$ cat src/rtl/fptd_pkg.sv
// Shared types and helpers for the fully parallel turbo decoder stages.
// Holds the FSM state type, default widths and the saturating clip helper.
package fptd_pkg;

    localparam int N_DEF         = 5;
    localparam int M_DEF         = 6;
    localparam int RAZOR_BIT_DEF = 1;

    typedef enum logic {
        CHECK   = 1'b0,
        RECOVER = 1'b1
    } state_t;

    // Clip a signed value into the range of an (m+1)-bit signed number.
    function automatic int BitClip(input int value, input int m);
        int hi;
        int lo;
        hi = (1 << m) - 1;
        lo = -(1 << m);
        if (value > hi)
            return hi;
        else if (value < lo)
            return lo;
        else
            return value;
    endfunction

endpackage

$ cat src/rtl/razor_shadow.sv
// Razor shadow register: captures the guarded bits on a sample strobe and
// flags when the freshly settled bits disagree with the main registers.
module razor_shadow #(
    parameter int W = 3
) (
    input  logic         clk,
    input  logic         reset,
    input  logic         sample,
    input  logic         clear,
    input  logic [W-1:0] din,
    input  logic [W-1:0] ref_bits,
    output logic [W-1:0] shadow,
    output logic         valid,
    output logic         mismatch
);

    always_ff @(posedge clk) begin
        if (reset) begin
            shadow <= '0;
            valid  <= 1'b0;
        end else if (sample) begin
            shadow <= din;
            valid  <= 1'b1;
        end else if (clear) begin
            valid  <= 1'b0;
        end
    end

    // The compare uses the late-settled value so the error is known on the sampling edge itself.
    assign mismatch = (din != ref_bits);

endmodule

$ cat src/rtl/be1_razor1.sv
// Branch-metric stage feeding alpha/beta recursion, with razor-style detection
// of late-settling guarded bits and a reload-based recovery FSM.
module be1_razor1
    import fptd_pkg::*;
#(
    parameter int N        = N_DEF,
    parameter int M        = M_DEF,
    parameter int RazorBit = RAZOR_BIT_DEF,
    parameter int ErrCntW  = 8
) (
    input  logic                 Clock,
    input  logic                 Reset,
    input  logic                 Enable,
    input  logic                 Error_previous_Alpha,
    input  logic signed [N-1:0]  La1,
    input  logic signed [N-1:0]  Lc2,
    input  logic signed [N-1:0]  Lc3,
    output logic signed [N-1:0]  ba2,
    output logic signed [M:0]    ba1ba3,
    output logic signed [M:0]    ba1ba2ba3,
    output logic                 Error_current_be1,
    output logic [ErrCntW-1:0]   ErrCount
);

    state_t state;
    state_t state_next;

    logic signed [N+1:0] sum13;
    logic signed [N+1:0] sum123;
    int                  clip13;
    int                  clip123;
    logic signed [N-1:0] ba2_d;
    logic signed [M:0]   ba1ba3_d;
    logic signed [M:0]   ba1ba2ba3_d;
    logic [2:0]          guard_d;
    logic [2:0]          guard_q;

    logic       load;
    logic       sample;
    logic       raise;
    logic       captured;
    logic       mismatch;
    logic [2:0] shadow_bits;
    logic       shadow_valid;

    // Sums are widened by two bits so even three full-scale operands cannot wrap before clipping.
    always_comb begin
        sum13       = {{2{La1[N-1]}}, La1} + {{2{Lc3[N-1]}}, Lc3};
        sum123      = sum13 + {{2{Lc2[N-1]}}, Lc2};
        clip13      = BitClip(int'(sum13), M);
        clip123     = BitClip(int'(sum123), M);
        ba2_d       = Lc2;
        ba1ba3_d    = clip13[M:0];
        ba1ba2ba3_d = clip123[M:0];
    end

    assign guard_d = {ba2_d[N-RazorBit], ba1ba3_d[M+1-RazorBit], ba1ba2ba3_d[M+1-RazorBit]};
    assign guard_q = {ba2[N-RazorBit],   ba1ba3[M+1-RazorBit],   ba1ba2ba3[M+1-RazorBit]};

    razor_shadow #(.W(3)) u_shadow (
        .clk      (Clock),
        .reset    (Reset),
        .sample   (sample),
        .clear    (load),
        .din      (guard_d),
        .ref_bits (guard_q),
        .shadow   (shadow_bits),
        .valid    (shadow_valid),
        .mismatch (mismatch)
    );

    // Shadow contents are kept for observability; only the live compare steers control.
    logic unused_shadow;
    assign unused_shadow = ^{shadow_bits, shadow_valid};

    always_ff @(posedge Clock) begin
        if (Reset)
            state <= CHECK;
        else
            state <= state_next;
    end

    always_comb begin
        state_next = state;
        load       = 1'b0;
        sample     = 1'b0;
        raise      = 1'b0;
        case (state)
            CHECK: begin
                if (!Error_previous_Alpha) begin
                    if (Enable) begin
                        load = 1'b1;
                    end else begin
                        sample = 1'b1;
                        if (mismatch && captured) begin
                            raise      = 1'b1;
                            state_next = RECOVER;
                        end
                    end
                end
            end
            RECOVER: begin
                // Recovery must complete even while the downstream stage is stalled.
                if (Enable) begin
                    load       = 1'b1;
                    state_next = CHECK;
                end
            end
            default: state_next = CHECK;
        endcase
    end

    always_ff @(posedge Clock) begin
        if (Reset) begin
            ba2               <= '0;
            ba1ba3            <= '0;
            ba1ba2ba3         <= '0;
            captured          <= 1'b0;
            Error_current_be1 <= 1'b0;
            ErrCount          <= '0;
        end else begin
            if (load) begin
                ba2       <= ba2_d;
                ba1ba3    <= ba1ba3_d;
                ba1ba2ba3 <= ba1ba2ba3_d;
                captured  <= 1'b1;
            end
            Error_current_be1 <= (state_next == RECOVER);
            if (raise && (ErrCount != '1))
                ErrCount <= ErrCount + 1'b1;
        end
    end

endmodule
$ cat config.mk
export PLATFORM = sky130hd
export DESIGN_NAME = be1_razor1
export DESIGN_NICKNAME = d
export VERILOG_FILES = /design/src/rtl/fptd_pkg.sv /design/src/rtl/razor_shadow.sv /design/src/rtl/be1_razor1.sv
export SDC_FILE = /design/constraint.sdc
export NUM_CORES = 1
export LEC_CHECK = 0
export CAP_MARGIN = 20
export CORE_AREA = 4 4 68 70
export CTS_CLUSTER_SIZE = 30
export DETAILED_ROUTE_END_ITERATION = 16
export DIE_AREA = 0 0 72 74
export PLACE_DENSITY_LB_ADDON = 0.15
export SLEW_MARGIN = 25
export SYNTH_ARGS = -nofsm -noshare
export SYNTH_HDL_FRONTEND = slang
export SYNTH_SLANG_ARGS = --single-unit
$ cat constraint.sdc
create_clock -name Clock -period 3.4 [get_ports Clock]
set_input_delay 1.02 -clock Clock [delete_from_list [all_inputs] [get_ports Clock]]
set_output_delay 1.02 -clock Clock [all_outputs]
set_load 0.02 [all_outputs]
==> reports/qor.yml <==
met2_length_um: 2300
cts_tree: "done"
drive_gt1_share_pct: 29.4
crit_buf_inv: 2
utilization_pct: 68.2
fin_area_um2: 2710
mostFrequentLayoutCells: "clkdlybuf4s50_1, buf_4, nand2_1, dfxtp_1, a21oi_1"
hpwl_um: 3170
total_power_mw: 1.04
path_clk_slew_ns: 0.07
postSynthAreaPerCell_um2: 8.48
yosys-top-cells-area: "dfxtp_1, ha_1, nand2_1"
drt_wl_total_um: 4590
rrSetupSlack_ns: 1.47
insertedDiodeCount: 0
path_cells: "dlygate4sd2_1 -> ha_1 -> nor3b_2 -> a21bo_2 -> ha_4 -> nand2b_1 -> or3_1 -> o221a_4 -> buf_4 -> o211a_2 -> nor3_2 -> mux2_4"
grt_max_degree: 22
coreArea_um2: 3970
die_h_um: 74
synth_warnings: 0
critPathKind: "in2reg"
drc: 0
hold_class: "reg2reg"
vdd_drop_max_uv: 219
synth_top_flop_cell: "dfxtp_1"
period_share_pct: 102
critPathRequiredTime_ns: 3.57
start_util_pct: 42.3
slew_violations: 0
cp-end-kind: "flop"
syn_inst: 198
dp_slack_ns: -0.809
synth.largest_area_cell: "dfxtp_1"
grt_pass1_wl_um: 7670
status: "finished with violations"
clkLatencyLatePin_ns: 0.28
min_period_ns: 3.47
crit_fanout: 4
firstDrtPassIters: 4
violations: "negative setup slack"
fill_cells: 349
htree_levels: 2
skew_ns: 0.00495
max_clock_freq_mhz: 288
startpoint_type: "input pin"
cts-buffers-inserted: 5
cts_hold_buf: 0
rows: 23
dr_wl_met3_um: 228
die_area_um2: 5330
drt-initial-drc-count: 57
wl_per_cell_um: 13.8
root_buffer: "clkbuf_8"
clock_sinks: 29
dr_total_vias: 1729
worstHoldEndpoint: "ba2[1]$_SDFFE_PP0P_"
fin_hold_ws_ns: 0.455
reg2reg_depth: 7
r2r_start: "ErrCount[0]$_SDFFE_PP0P_"
setup_violations: 6
clock_path_buffers: 2
globalplace.congestion: 0.757
pin_count: 47
place_area_um2: 2430
relSlewSlack_pct: 65.5
p_leak_nw: 1.08
p_per_area_nw_per_um2: 385
wl_met1_um: 1990
areaGrowthSynthToFinish_pct: 61.3
slowest_delay_ns: 0.36
grt_pass1_vias: 1724
hold_viol_final: 0
syn_area_um2: 1680
hold_depth: 2
synth-seq-cells: 29
syn_nets: 231
drv_cap: 0
rsz0062_at_grt: "true"
path_delay_family: "simple AND/OR/NAND/NOR gates"
antenna_found_initial: 0
yosysSeqAreaShare_pct: 34.6
max_slew.worst_pin.slew_ns: 0.511
async_reset_ff_share_pct: 0
setup_ws_ns: -0.0738
gr-total-overflow: 0
synth-edff-count: 0
top_layer: "met4"
routed_via_density: 5.21
die_w_um: 72
reg2reg_to: "ErrCount[4]$_SDFFE_PP0P_"
crit_arrival_ns: 3.64
grt.total_usage_pct: 18.1
slowest_stage: "or3_1"
port-buffer-count: 46
ys_types: 47
yosysTopAreaCellShare_pct: 34.6
drt.antenna.violating_nets: 0
min_from: "ba2[1]$_SDFFE_PP0P_"
fin_nets: 314
-- cells in the mapped netlist (all sizes together) (2+ instances only) --
| cell type | number |
|---|---|
| nand2 | 31 |
| dfxtp | 29 |
| a21oi | 19 |
| nor2 | 13 |
| ha | 12 |
| inv | 11 |
| nor2b | 7 |
| clkbuf | 5 |
| o21ai | 5 |
| xnor2 | 5 |
| a211oi | 4 |
| and3 | 4 |
| nand3 | 4 |
| o21a | 4 |
| or4 | 4 |
| a21o | 3 |
| mux2 | 3 |
| nand2b | 3 |
| nor3 | 3 |
| nor4b | 3 |
| buf | 2 |
| fa | 2 |
| nor3b | 2 |
| o221a | 2 |
| o31ai | 2 |
-- logic make-up (layout without fill, tap and decap cells) --
family                     count (synthesis)  in the layout  synth area share [%]
DFF                                       29             29                  34.6
and+or+nand+nor                           78             78                  23.4
adders and majority gates                 14             14                  11.3
AOI/OAI and AO/OA                         49             50                  20.5
buffers and inverters                     18            101                  4.47
muxes                                      4              4                  2.61
xor gates and xnor gates                   6              6                  3.13
-- worst reg2reg max path, delay by kind of cell, from the launching register on --
kind                       cells  cell delay (ns)
adders and majority gates      1             0.22
DFF                            1             0.36
muxes                          1             0.31
and+or+nand+nor                5             0.94
-- final cells by class --
class	count	area (µm²)	area share (%)
Clock buffer	5	68.8	2.54
Clock inverter	3	17.5	0.647
Inverter	11	41.3	1.52
Multi-Input combinational cell	152	1220	45.1
Sequential cell	29	581	21.4
Tap cell	50	62.6	2.31
Timing Repair Buffer	82	716	26.4
-- repair_timing --
item,in CTS,in global routing
pin swaps,25,14
resized for setup,42,9
gates cloned,1,0
setup endpoints to repair,10,8
buffers inserted,7,2
-- where the power goes --
group          switching (mW)  internal [mW]  total, mW
clock                   0.139          0.141      0.280
sequential             0.0130          0.359      0.372
combinational           0.180          0.210      0.389
-- sequential cells by signal (all words and copies together), names as in the netlist --
register	cells
captured	1
Error_current_be1	1
ba2	5
ba1ba2ba3	7
ba1ba3	7
ErrCount	8
-- routing by layer --
layer / GRT usage (%) / vias to the layer above
met5: 0 / -
met2: 32.3 / 46
li1: - / 866
met3: 4.32 / 7
met4: 6.05 / 0
met1: 21.5 / 810
-- worst max path at each step --
stage                     startpoint  cells after the start                       end  slack [ns]
after CTS                     Lc3[0]                     15  ErrCount[2]$_SDFFE_PP0P_       -0.07
after floorplan               La1[0]                     15  ErrCount[4]$_SDFFE_PP0P_       -0.17
after global routing          La1[4]                     12  ErrCount[3]$_SDFFE_PP0P_       -0.15
final                         La1[4]                     12  ErrCount[3]$_SDFFE_PP0P_       -0.07
after global placement        La1[0]                     15  ErrCount[2]$_SDFFE_PP0P_       -0.70
after detailed placement      La1[0]                     15  ErrCount[2]$_SDFFE_PP0P_       -0.81
-- per-stage QoR --
stage	TNS [ns]	std cells
final	-0.228	332
after global routing	-0.818	332
after CTS	-0.113	330
after detailed placement	-6.95	314
after global placement	-6.06	314
after floorplan	-0.600	198
No activity file was read; power rests on OpenSTA's default activity.
